## src/rtl/ci_sampler_pkg.sv

```systemverilog
// Shared types and constants for the CI performance-counter sampler.
// The sample entry carries a timestamp field only when CI_SAMPLER_TIMESTAMP_EN is defined.
package ci_sampler_pkg;

  localparam int CI_INDEX_W   = 2;
  localparam int NUM_COUNTERS = 4;

  typedef enum logic [2:0] {
    IDLE,
    ISSUE,
    WAIT_DONE,
    NEXT,
    WAIT_PERIOD
  } state_t;

  typedef struct packed {
`ifdef CI_SAMPLER_TIMESTAMP_EN
    logic [31:0]           timestamp;
`endif
    logic [CI_INDEX_W-1:0] index;
    logic [31:0]           result;
  } sample_t;

  function automatic logic [31:0] index_word(input logic [CI_INDEX_W-1:0] idx);
    return {{(32-CI_INDEX_W){1'b0}}, idx};
  endfunction

endpackage

```

## src/rtl/ci_sample_fifo.sv

```systemverilog
// Synchronous show-ahead FIFO; a push into a full FIFO is accepted only when a pop
// frees the head in the same cycle. Head output reads as zero while empty.
module ci_sample_fifo #(
  parameter int WIDTH = 34,
  parameter int DEPTH = 8
) (
  input  logic                   clock,
  input  logic                   reset,
  input  logic                   push,
  input  logic [WIDTH-1:0]       wdata,
  input  logic                   pop,
  output logic [WIDTH-1:0]       rdata,
  output logic                   full,
  output logic                   empty,
  output logic [$clog2(DEPTH):0] count
);

  localparam int AW = $clog2(DEPTH);

  logic [WIDTH-1:0] mem [DEPTH];
  logic [AW-1:0]    wr_ptr;
  logic [AW-1:0]    rd_ptr;
  logic             wr_en;
  logic             rd_en;

  assign empty = (count == '0);
  assign full  = (count == (AW+1)'(DEPTH));
  assign rd_en = pop & ~empty;
  assign wr_en = push & (~full | rd_en);
  assign rdata = empty ? '0 : mem[rd_ptr];

  always_ff @(posedge clock) begin
    if (reset) begin
      wr_ptr <= '0;
      rd_ptr <= '0;
      count  <= '0;
    end else begin
      if (wr_en) wr_ptr <= wr_ptr + AW'(1);
      if (rd_en) rd_ptr <= rd_ptr + AW'(1);
      case ({wr_en, rd_en})
        2'b10:   count <= count + (AW+1)'(1);
        2'b01:   count <= count - (AW+1)'(1);
        default: count <= count;
      endcase
    end
  end

  // Storage is data only and is never reset.
  always_ff @(posedge clock) begin
    if (wr_en) mem[wr_ptr] <= wdata;
  end

endmodule

```

## src/rtl/ci_sampler.sv

```systemverilog
// CI initiator that periodically sweeps the responder's four counters into a sample FIFO.
// Define CI_SAMPLER_TIMESTAMP_EN to tag each sweep's entries with a cycle timestamp.
module ci_sampler
  import ci_sampler_pkg::*;
#(
  parameter logic [7:0] CUSTOM_ID  = 8'h00,
  parameter int         FIFO_DEPTH = 8,
  parameter int         TIMEOUT    = 15
) (
  input  logic                        clock,
  input  logic                        reset,
  input  logic                        enable,
  input  logic [15:0]                 periodCycles,
  input  logic [31:0]                 controlWord,
  output logic                        ciStart,
  output logic [7:0]                  ciN,
  output logic [31:0]                 ciValueA,
  output logic [31:0]                 ciValueB,
  input  logic                        ciDone,
  input  logic [31:0]                 ciResult,
  input  logic                        popReq,
  output logic                        sampleValid,
  output logic [31:0]                 sampleData,
  output logic [1:0]                  sampleIndex,
  output logic [$clog2(FIFO_DEPTH):0] fifoCount,
  output logic                        busy,
  output logic                        overflowErr,
  output logic                        timeoutErr
`ifdef CI_SAMPLER_TIMESTAMP_EN
  ,
  output logic [31:0]                 sampleTimestamp
`endif
);

  localparam logic [CI_INDEX_W-1:0] LAST_IDX = CI_INDEX_W'(NUM_COUNTERS - 1);

  state_t                state, state_nx;
  logic [CI_INDEX_W-1:0] idx;
  logic [7:0]            tmo_cnt;
  logic [15:0]           period_cnt;
  logic [31:0]           word_q;
  logic                  push;
  logic                  fifo_full;
  logic                  fifo_empty;
  sample_t               push_entry;
  sample_t               head_entry;

  // Timer at 1 means this is the last cycle a response is still accepted.
  always_comb begin
    state_nx = state;
    case (state)
      IDLE:        if (enable) state_nx = ISSUE;
      ISSUE:       state_nx = WAIT_DONE;
      WAIT_DONE:   if (ciDone || tmo_cnt <= 8'd1) state_nx = NEXT;
      NEXT: begin
        if (idx != LAST_IDX) state_nx = ISSUE;
        else if (enable)     state_nx = WAIT_PERIOD;
        else                 state_nx = IDLE;
      end
      WAIT_PERIOD: begin
        if (!enable)                state_nx = IDLE;
        else if (period_cnt == '0)  state_nx = ISSUE;
      end
      default:     state_nx = IDLE;
    endcase
  end

  always_ff @(posedge clock) begin
    if (reset) begin
      state       <= IDLE;
      idx         <= '0;
      tmo_cnt     <= '0;
      period_cnt  <= '0;
      word_q      <= '0;
      timeoutErr  <= 1'b0;
      overflowErr <= 1'b0;
    end else begin
      state <= state_nx;
      case (state)
        IDLE: begin
          if (enable) begin
            word_q <= controlWord;
            idx    <= '0;
          end
        end
        ISSUE:     tmo_cnt <= 8'(TIMEOUT);
        WAIT_DONE: begin
          if (!ciDone) begin
            if (tmo_cnt <= 8'd1) timeoutErr <= 1'b1;
            else                 tmo_cnt    <= tmo_cnt - 8'd1;
          end
        end
        NEXT: begin
          if (idx != LAST_IDX) idx        <= idx + CI_INDEX_W'(1);
          else if (enable)     period_cnt <= periodCycles;
        end
        WAIT_PERIOD: begin
          if (enable) begin
            if (period_cnt == '0) begin
              word_q <= controlWord;
              idx    <= '0;
            end else begin
              period_cnt <= period_cnt - 16'd1;
            end
          end
        end
        default: ;
      endcase
      if (push && fifo_full && !popReq) overflowErr <= 1'b1;
    end
  end

  assign push     = (state == WAIT_DONE) && ciDone;
  assign ciStart  = (state == ISSUE);
  assign busy     = (state == ISSUE) || (state == WAIT_DONE) || (state == NEXT);
  assign ciN      = CUSTOM_ID;
  assign ciValueA = index_word(idx);
  assign ciValueB = word_q;

`ifdef CI_SAMPLER_TIMESTAMP_EN
  logic [31:0] cyc_cnt;
  logic [31:0] ts_q;

  always_ff @(posedge clock) begin
    if (reset) begin
      cyc_cnt <= '0;
      ts_q    <= '0;
    end else begin
      cyc_cnt <= cyc_cnt + 32'd1;
      if (state == ISSUE && idx == '0) ts_q <= cyc_cnt;
    end
  end

  always_comb begin
    push_entry           = '0;
    push_entry.timestamp = ts_q;
    push_entry.index     = idx;
    push_entry.result    = ciResult;
  end

  assign sampleTimestamp = head_entry.timestamp;
`else
  always_comb begin
    push_entry        = '0;
    push_entry.index  = idx;
    push_entry.result = ciResult;
  end
`endif

  ci_sample_fifo #(
    .WIDTH ($bits(sample_t)),
    .DEPTH (FIFO_DEPTH)
  ) u_fifo (
    .clock (clock),
    .reset (reset),
    .push  (push),
    .wdata (push_entry),
    .pop   (popReq),
    .rdata (head_entry),
    .full  (fifo_full),
    .empty (fifo_empty),
    .count (fifoCount)
  );

  assign sampleValid = ~fifo_empty;
  assign sampleData  = head_entry.result;
  assign sampleIndex = head_entry.index;

endmodule

```

## config.mk

```make
export PLATFORM = sky130hd
export DESIGN_NAME = ci_sampler
export DESIGN_NICKNAME = d
export VERILOG_FILES = /design/src/rtl/ci_sampler_pkg.sv /design/src/rtl/ci_sample_fifo.sv /design/src/rtl/ci_sampler.sv
export SDC_FILE = /design/constraint.sdc
export NUM_CORES = 1
export LEC_CHECK = 0
export ABC_CLOCK_PERIOD_IN_PS = 15200
export CORE_MARGIN = 8
export CORE_UTILIZATION = 59
export CTS_BUF_LIST = sky130_fd_sc_hd__clkbuf_16
export DETAILED_ROUTE_END_ITERATION = 8
export MAX_ROUTING_LAYER = met4
export PLACE_DENSITY = 0.85
export SLEW_MARGIN = 10
export SYNTH_ARGS = -nofsm -noshare
export SYNTH_HDL_FRONTEND = slang
export SYNTH_SLANG_ARGS = --single-unit
```

## constraint.sdc

```tcl
create_clock -name clock -period 15.2 [get_ports clock]
set_input_delay 3.04 -clock clock [delete_from_list [all_inputs] [get_ports clock]]
set_output_delay 3.04 -clock clock [all_outputs]
set_load 0.1 [all_outputs]
```

==> flow_summary.yaml <==
die:
  die_h_microns: 171
  start_util_pct: 60.1
  rows: 56
  io_pins: 200
  core_area_sq_um: 23500
  chipWidth_microns: 171
  die_area_sq_um: 29200
final_layout:
  final_cell_mix: "edfxtp_1 (272), clkdlybuf4s50_1 (160), nand2_1 (84)"
  drive_gt1_share_pct: 14.5
  mostFrequentLayoutCell: "edfxtp_1"
  stdcell_area_sq_um: 17100
  fin_nets: 1177
  syn2layout_area_growth_pct: 20.8
  n_antenna_cell: 0
global_route:
  antenna_found_initial: 0
  overflow: 0
  grt_pass1_wl_microns: 49000
  grt_usage_pct: 22.9
  grt_max_degree: 78
  grt_pass1_vias: 8686
synthesis:
  synthFlopType: "edfxtp_1"
  synth_warnings: 0
  postSynthCellCount: 922
  synth.distinct_cells: 60
  syn_area_per_cell_sq_um: 15.3
  synth_area_sq_um: 14200
  ys_async_sr_fraction_pct: 0
  synth_edf_count: 272
  ys_seq_elements: 348
  synth_seq_area_share_pct: 68.5
critical_path:
  crit_required_ns: 12.16
  arrival_ns: 3.90
  path_buf_inv: 2
  path_max_fanout: 51
  critPathCaptureType: "output pin"
  cpMaxStageDelayCell: "clkdlybuf4s50_1"
  cp_slowest_stage_delay_ns: 1.00
  crit_type: "flop to output pin"
  crit_chain: "buf_4 > mux4_2 > mux2i_1 > nor2_1 > clkdlybuf4s50_1"
  cp_top_family: "buffers and inverters"
  critPathLaunchType: "flop"
drt:
  route.vias.total: 8335
  drt_iter0_drc: 716
  wl_per_cell_microns: 22.8
  remaining_drc_errors: 0
  wirelength_microns: 32500
  via_per_inst: 5.83
  ant_nets: 0
  firstDrtPassIters: 6
timing:
  skew_ns: 0.0148
  fin_crit_sh_pct: 45.6
  fin_crit_ns: 6.94
  grt_setup_unrepaired: "no"
  final-hold-violation-count: 0
  slew_headroom_pct: 30.3
  fmax_mhz: 144
  setup_viol: 0
  report.final.slew_viol_count: 0
  worst_pin_slew_ns: 1.04
  setup_tns_ns: 0
cts:
  clockRootBuffer: "clkbuf_16"
  cts_made_buffers: 35
  tritoncts: "done"
  cts.clk_slew.worst_paths_ns: 0.06
  hold_buffers: 0
  ctsResizeCount: 0
  postCtsSetupBuffers: 0
  cts_max_level: 2
  cts_sinks: 348
  clock_path_buffers: 3
  clk_latency_ns: 0.51
status:
  status: "finished clean"
hold_path:
  hp-class: "flop to flop"
pwr:
  report.power.total_mw: 2.96
  leakage_nw: 5.58
  peakVddDrop_uv: 144
  power_density_nw_per_um2: 173
placement:
  port_buffers: 161
  placed_area_sq_um: 16000
  place_hpwl_microns: 18700
  place_congestion: 0.826
run:
  drv_cap: 0
per-stage QoR:
step	worst slack (ns)	hold slack (ns)	utilization [%]	std cells
after global placement	8.67	0.441	67.8	1366
after global routing	8.03	0.470	72.6	1429
final	8.26	0.454	72.6	1429
after detailed placement	8.44	0.446	67.8	1366
after CTS	8.19	0.454	72.6	1429
after floorplan	7.85	0.450	-	959
final cells by class:
class,count,area [sq um]
clock buffers,37,926
clock inverters,26,194
fillers,1477,6450
inverters,11,41.3
multi-input cells,511,4110
flip-flops and latches,348,9700
well taps,319,399
repair buffers,177,1730
path summary, 6_finish.rpt:
check                                                from                         end  slack, ns  cells past startpoint
worst max-delay path                                 flop              sampleData[23]       8.26                      5
worst min-delay path            ciValueB[31]$_SDFFE_PP0P_   ciValueB[31]$_SDFFE_PP0P_       0.45                      2
worst max register to register      state[1]$_SDFFE_PP0P_  u_fifo.mem[4][9]$_DFFE_PP_      11.53                      6
worst min register to register  ciValueB[31]$_SDFFE_PP0P_   ciValueB[31]$_SDFFE_PP0P_       0.45                      2
routing by layer:
metal  track usage (%)  vias up  part of all wire, %
met4              7.64        0                  2.8
li1                  -     3755                    -
met5                 -        -                    0
met2              39.9      382                   52
met3              4.36       60                  7.5
met1              26.6     4138                   38
state kept, by name, summed over array words and instances, names as in the netlist, named ones only:
| register | cells |
|---|---|
| ciValueB | 32 |
| idx | 2 |
| u_fifo.count | 4 |
| u_fifo.mem | 272 |
| overflowErr | 1 |
| period_cnt | 16 |
| tmo_cnt | 8 |
| u_fifo.rd_ptr | 3 |
| u_fifo.wr_ptr | 3 |
| timeoutErr | 1 |
| state | 3 |
worst min-delay path, stage by stage (launching register included):
cell and delay [ns]:
dfxtp_1 0.31, nand2_1 0.05, a21oi_1 0.05
synthesized netlist by cell type, types with 4 or more instances:
| master | instances | share of area (%) |
|---|---|---|
| edfxtp_1 | 272 | 58 |
| buf_4 | 39 | 2.1 |
| nor4_1 | 5 | 0.22 |
| nor2_1 | 76 | 2.0 |
| nor3_1 | 13 | 0.46 |
| a21o_1 | 6 | 0.32 |
| mux4_2 | 68 | 11 |
| nand3_1 | 11 | 0.39 |
| inv_1 | 11 | 0.29 |
| ha_1 | 8 | 0.71 |
| o32ai_1 | 4 | 0.25 |
| or3_1 | 4 | 0.18 |
| nand2b_1 | 8 | 0.35 |
| buf_2 | 15 | 0.53 |
| a21oi_1 | 69 | 2.4 |
| o21ai_0 | 9 | 0.32 |
| clkbuf_1 | 31 | 0.82 |
| dfxtp_1 | 76 | 11 |
| xor2_1 | 11 | 0.68 |
| nand2_1 | 84 | 2.2 |
| o21ai_1 | 5 | 0.18 |
| mux2i_1 | 37 | 2.6 |
kinds of logic (layout without fill, tap and decap cells):
logic type      after synthesis  after routing  synth area share (%)
flops                       348            348                  68.5
simple gates                230            230                  7.68
compound gates              117            117                  5.00
mux                         105            105                  13.4
buf+inv                     100            251                  3.87
xor+xnor                     13             13                 0.805
fa+ha+maj                     8              8                 0.707
other cells                   1             38                0.0265
power breakdown:
group	internal, mW	switching, mW	total, mW
registers	1.05	0.0367	1.09
clock network	0.491	0.345	0.835
logic	0.284	0.750	1.03
total	1.83	1.13	2.96
No activity file was read; power rests on OpenSTA's default activity.
